$ cat src/rtl/cons_hist_pkg.sv
// ============================================================================
// Module   : cons_hist_pkg
// Purpose  : Shared definitions for the histogram consumer and its bench:
//            default widths/sizes and the FSM state encoding.
// Ports    : none (package)
// Revision : 1.0 - initial release
// ============================================================================
`default_nettype none

package cons_hist_pkg;

  // Default geometry of the producer/consumer pair
  localparam int DW_DEF     = 8;
  localparam int NBINS_DEF  = 6;
  localparam int CW_DEF     = 8;
  localparam int WINDOW_DEF = 100;

  // Width of the accepted-sample counter
  localparam int TOTAL_W = 16;

  // FSM state encoding
  typedef logic [0:0] state_t;
  localparam state_t ST_COLLECT = 1'b0;
  localparam state_t ST_HOLD    = 1'b1;

endpackage : cons_hist_pkg

`default_nettype wire

$ cat src/rtl/cons_hist_bin.sv
// ============================================================================
// Module   : hist_bin
// Purpose  : One saturating histogram bin counter.
// Ports    : clk     - clock
//            rst     - synchronous active-high reset
//            clr_i   - synchronous clear (same effect as reset)
//            inc_i   - increment request; ignored once the counter is full
//            cnt_o   - current count
// Revision : 1.0 - initial release
// ============================================================================
`default_nettype none

module hist_bin
  import cons_hist_pkg::*;
#(
  parameter int CW = CW_DEF
) (
  input  logic          clk,
  input  logic          rst,
  input  logic          clr_i,
  input  logic          inc_i,
  output logic [CW-1:0] cnt_o
);

  localparam logic [CW-1:0] C_MAX = '1;

  logic [CW-1:0] cnt_q;
  logic [CW-1:0] cnt_d;

  always_comb begin
    cnt_d = cnt_q;
    if (clr_i) begin
      cnt_d = '0;
    end else if (inc_i && (cnt_q != C_MAX)) begin
      cnt_d = cnt_q + 1'b1;
    end
  end

  always_ff @(posedge clk) begin
    if (rst) begin
      cnt_q <= '0;
    end else begin
      cnt_q <= cnt_d;
    end
  end

  assign cnt_o = cnt_q;

endmodule : hist_bin

`default_nettype wire

$ cat src/rtl/cons_hist.sv
// ============================================================================
// Module   : cons_hist
// Purpose  : Histogram consumer. Counts valid in-range samples per value over
//            a window of WINDOW accepted samples, then freezes until clr.
//            Out-of-range samples set a sticky error flag. Bins are read
//            through a registered read port.
// Ports    : clk      - clock
//            rst      - synchronous active-high reset
//            data     - sample (DW bits)
//            val      - sample valid (always accepted, no backpressure)
//            clr      - clear bins, total and err; restart the window
//            rd_en    - read request
//            rd_idx   - bin index to read (>= NBINS reads as 0)
//            rd_data  - registered bin value
//            rd_val   - one-cycle pulse qualifying rd_data
//            total    - accepted samples in the current window
//            done     - window complete (HOLD state)
//            err      - sticky out-of-range flag
// Revision : 1.0 - initial release
// ============================================================================
`default_nettype none

module cons_hist
  import cons_hist_pkg::*;
#(
  parameter int DW     = DW_DEF,
  parameter int NBINS  = NBINS_DEF,
  parameter int CW     = CW_DEF,
  parameter int WINDOW = WINDOW_DEF
) (
  input  logic               clk,
  input  logic               rst,
  input  logic [DW-1:0]      data,
  input  logic               val,
  input  logic               clr,
  input  logic               rd_en,
  input  logic [2:0]         rd_idx,
  output logic [CW-1:0]      rd_data,
  output logic               rd_val,
  output logic [TOTAL_W-1:0] total,
  output logic               done,
  output logic               err
);

  localparam logic [DW-1:0]      C_NBINS  = DW'(NBINS);
  localparam logic [TOTAL_W-1:0] C_WINDOW = TOTAL_W'(WINDOW);

  state_t             state_q, state_d;
  logic [TOTAL_W-1:0] total_q, total_d;
  logic               err_q, err_d;
  logic [CW-1:0]      rd_data_q, rd_data_d;
  logic               rd_val_q, rd_val_d;

  logic               w_in_range;
  logic               w_accept;
  logic [CW-1:0]      w_bins [NBINS];
  logic [CW-1:0]      w_rd_mux;

  // Full-width compare: a large value must never alias into a legal bin.
  assign w_in_range = (data < C_NBINS);

  // clr wins over a same-cycle sample, so it gates the accept.
  assign w_accept = (state_q == ST_COLLECT) && val && w_in_range && !clr;

  generate
    for (genvar gi = 0; gi < NBINS; gi++) begin : g_bins
      hist_bin #(
        .CW (CW)
      ) u_bin (
        .clk   (clk),
        .rst   (rst),
        .clr_i (clr),
        .inc_i (w_accept && (data == DW'(gi))),
        .cnt_o (w_bins[gi])
      );
    end
  endgenerate

  // Read mux sees the registered bins, so a same-cycle update or clear
  // returns the value from before that edge.
  always_comb begin
    w_rd_mux = '0;
    for (int i = 0; i < NBINS; i++) begin
      if (rd_idx == 3'(i)) begin
        w_rd_mux = w_bins[i];
      end
    end
  end

  always_comb begin
    state_d   = state_q;
    total_d   = total_q;
    err_d     = err_q;
    rd_val_d  = rd_en;
    rd_data_d = rd_data_q;
    if (rd_en) begin
      rd_data_d = w_rd_mux;
    end
    if (clr) begin
      state_d = ST_COLLECT;
      total_d = '0;
      err_d   = 1'b0;
    end else if ((state_q == ST_COLLECT) && val) begin
      if (w_in_range) begin
        total_d = total_q + 1'b1;
        if ((total_q + 1'b1) == C_WINDOW) begin
          state_d = ST_HOLD;
        end
      end else begin
        err_d = 1'b1;
      end
    end
  end

  always_ff @(posedge clk) begin
    if (rst) begin
      state_q   <= ST_COLLECT;
      total_q   <= '0;
      err_q     <= 1'b0;
      rd_data_q <= '0;
      rd_val_q  <= 1'b0;
    end else begin
      state_q   <= state_d;
      total_q   <= total_d;
      err_q     <= err_d;
      rd_data_q <= rd_data_d;
      rd_val_q  <= rd_val_d;
    end
  end

  assign rd_data = rd_data_q;
  assign rd_val  = rd_val_q;
  assign total   = total_q;
  assign done    = (state_q == ST_HOLD);
  assign err     = err_q;

endmodule : cons_hist

`default_nettype wire

$ cat config.mk
export PLATFORM = sky130hd
export DESIGN_NAME = cons_hist
export DESIGN_NICKNAME = d
export VERILOG_FILES = /design/src/rtl/cons_hist_pkg.sv /design/src/rtl/cons_hist_bin.sv /design/src/rtl/cons_hist.sv
export SDC_FILE = /design/constraint.sdc
export NUM_CORES = 1
export LEC_CHECK = 0
export ABC_CLOCK_PERIOD_IN_PS = 5300
export CORE_MARGIN = 5
export CORE_UTILIZATION = 60
export CTS_CLUSTER_SIZE = 10
export DETAILED_ROUTE_END_ITERATION = 7
export GPL_ROUTABILITY_DRIVEN = 1
export MAX_ROUTING_LAYER = met4
export PLACE_DENSITY = 0.84
export SETUP_SLACK_MARGIN = 0.3
export SKIP_CTS_REPAIR_TIMING = 1
export SYNTH_ARGS = -nofsm -noshare
export SYNTH_HDL_FRONTEND = slang
export SYNTH_SLANG_ARGS = --single-unit
$ cat constraint.sdc
create_clock -name clk -period 5.3 [get_ports clk]
set_input_delay 0.795 -clock clk [delete_from_list [all_inputs] [get_ports clk]]
set_output_delay 0.795 -clock clk [all_outputs]
set_load 0.01 [all_outputs]
==> results.toml <==
[clocking]
numCtsBuffers = 9
clock_path_buffers = 2
clkTransAtPathRegs_ns = 0.09
cts.htree.levels = 3
clockRootBuffer = "clkbuf_8"
clk_latency_ns = 0.35
cts_tree = "built"
numClockSinks = 75

[global_route]
grtUsageTotal_pct = 24.7
antenna_found_initial = 0
grt_first_pass_wirelength_um = 16400
first_global_vias = 3452
gr-total-overflow = 0
grt_max_degree = 64

[power_and_ir_drop]
power_density_nw_per_um2 = 247
p_leak_uw = 0.00147
irDropWorstVdd_v = 0.000140

[place]
dp_slack_ns = 1.88
placed_area_um2 = 4490
place.gp.congestion = 0.896
hpwl_um = 7110
port_buffers = 42

[synthesis]
synth_cell_types = 46
syn-num-nets = 508
ys_ff_latch = 75
syn_inst = 485
syn_area_per_cell_um2 = 8.37
yosysSeqAreaShare_pct = 37.0
ys_warn_count = 0
netlist_area_um2 = 4060

[cells_and_area]
diodes = 0
layout.nets = 538
final_cell_mix = "dfxtp_1 (75), nor2_1 (71), clkdlybuf4s50_1 (42), nand3_1 (30), xnor2_1 (30)"
nFillCells = 535
multi_input_area_um2 = 2420
design_area_um2 = 4740
syn2layout_area_growth_pct = 16.8
layout-drive-gt1-share_pct = 5.38
regArea_um2 = 1500
final_common_cell = "dfxtp_1"
utilization_pct = 71.0

[timing]
drv_slew = 0
finalCritPeriodShare_pct = 58.2
rsz0062_at_grt = "no"
fmax_ghz = 0.324
finalCriticalPeriod_ns = 3.09
max_slew_margin_pct = 30.3
finClkSkew_ns = 0.0141
holdWs_ns = 0.474
finalSetupTns_ns = 0
tightest_slew_ns = 1.04
worst_slack_ns = 2.21
setup_violations = 0
hold_viol_final = 0

[detailed_routing]
routed_wl_um = 9910
drt_iter0_drc = 318
post-route-drc-count = 0
vias = 3740
first_pass_iters = 5
wl_per_cell_um = 16.5
antenna_left = 0
via_per_inst = 6.23

[min_path]
min_path_cells = 2
min_from = "rd_data[2]$_SDFFE_PP0P_"
hold_path_class = "flip-flop to flip-flop"

[setup_path]
path_class = "input port to flip-flop"
critPathMaxFanout = 12
r2r-start = "done$_SDFFE_PP0P_"
r2r_cells = 5
critPathCaptureType = "flip-flop"
start_kind = "input port"
worstPathArrival_ns = 3.31
crit_path_start = "data[7]"
worstPathRequired_ns = 5.53

[run_status]
status = "finished, final reports clean"

[die]
initial_core_util_pct = 60.7
row_count = 30
die_h_um = 92.2
core_um2 = 6680
die_w_um = 92.2
pin_count = 43
dieArea_um2 = 8510

[run]
drv_cap = 0
==> area by class of cell <==
type / instances / area share [%]
multi-input cells: 375 / 51.1
flip-flops and latches: 75 / 31.7
repair buffers: 43 / 9.03
clock buffers: 9 / 2.61
clock inverters: 7 / 2.61
well taps: 80 / 2.11
inverters: 11 / 0.871
==> kinds of logic after synthesis <==
group	share of synthesized area, %
simple gates	30.9
flops	37.0
compound gates	10.6
xor+xnor	11.2
buf+inv	3.30
mux	4.81
fa+ha+maj	2.16
==> worst paths after layout <==
| check | slack [ns] | to |
|---|---|---|
| worst min-delay path | 0.47 | rd_data[2]$_SDFFE_PP0P_ |
| worst max register to register | 2.90 | g_bins[0].u_bin.cnt_o[7]$_SDFFE_PP0P_ |
| worst min register to register | 0.47 | rd_data[2]$_SDFFE_PP0P_ |
| worst max-delay path | 2.21 | g_bins[4].u_bin.cnt_o[1]$_SDFFE_PP0P_ |
==> synthesized netlist by cell type (all sizes together) <==
library cell / n / area share, %
dfxtp: 75 / 37
nor2: 71 / 6.6
nand3: 30 / 3.7
xnor2: 30 / 6.5
nand2: 29 / 2.7
clkbuf: 22 / 2.0
xor2: 22 / 4.7
nand4: 19 / 2.9
a21oi: 18 / 2.2
nor4: 18 / 3.7
mux2i: 15 / 3.7
nor3: 15 / 1.9
and3: 10 / 1.5
inv: 10 / 0.93
nor2b: 9 / 1.4
a211oi: 8 / 1.5
nand2b: 8 / 1.2
o211ai: 8 / 1.5
o21ai: 8 / 0.99
ha: 7 / 2.2
o32ai: 6 / 1.3
and4: 5 / 1.1
a311oi: 4 / 0.86
nor4b: 4 / 0.86
or3: 4 / 0.62
a21o: 3 / 0.56
or2: 3 / 0.46
or4: 3 / 0.65
and2: 2 / 0.31
buf: 2 / 0.25
mux4: 2 / 1.1
nand3b: 2 / 0.37
nor3b: 2 / 0.49
o31ai: 2 / 0.37
or4b: 2 / 0.49
a2111oi: 1 / 0.22
a21bo: 1 / 0.25
a41oi: 1 / 0.22
clkinv: 1 / 0.092
o221ai: 1 / 0.22
o311ai: 1 / 0.22
o31a: 1 / 0.22
==> power by group <==
group / switching (uW) / leakage, uW / total, uW / internal [uW]
clock network: 226 / 0.000120 / 541 / 316
registers: 1.53 / 0.000605 / 567 / 566
logic: 37.0 / 0.000748 / 63.5 / 26.5
total: 264 / 0.00147 / 1170 / 908
==> stage by stage <==
step	power, uW	instances
finish	1170	600
global route	1220	600
CTS	1180	600
detailed placement	644	584
global placement	642	584
floorplan	615	485
==> worst max-delay path, cell delays in order <==
cell and delay [ns]:
clkdlybuf4s50_1 0.43, nor4_2 0.56, nand4_1 0.60, nor3b_2 0.63, mux2i_1 0.24, nor2_1 0.05
==> routing by layer <==
metal	GRT usage (%)	wire, um
met3	6.40	727
met2	39.6	4850
met5	-	0
met1	31.0	4230
met4	6.81	101
==> registers in the layout, indices dropped and copies added (netlist names) <==
name                count
g_bins.u_bin.cnt_o     48
err                     1
total                  16
done                    1
rd_data                 8
rd_val                  1
No activity file was read; power rests on OpenSTA's default activity.
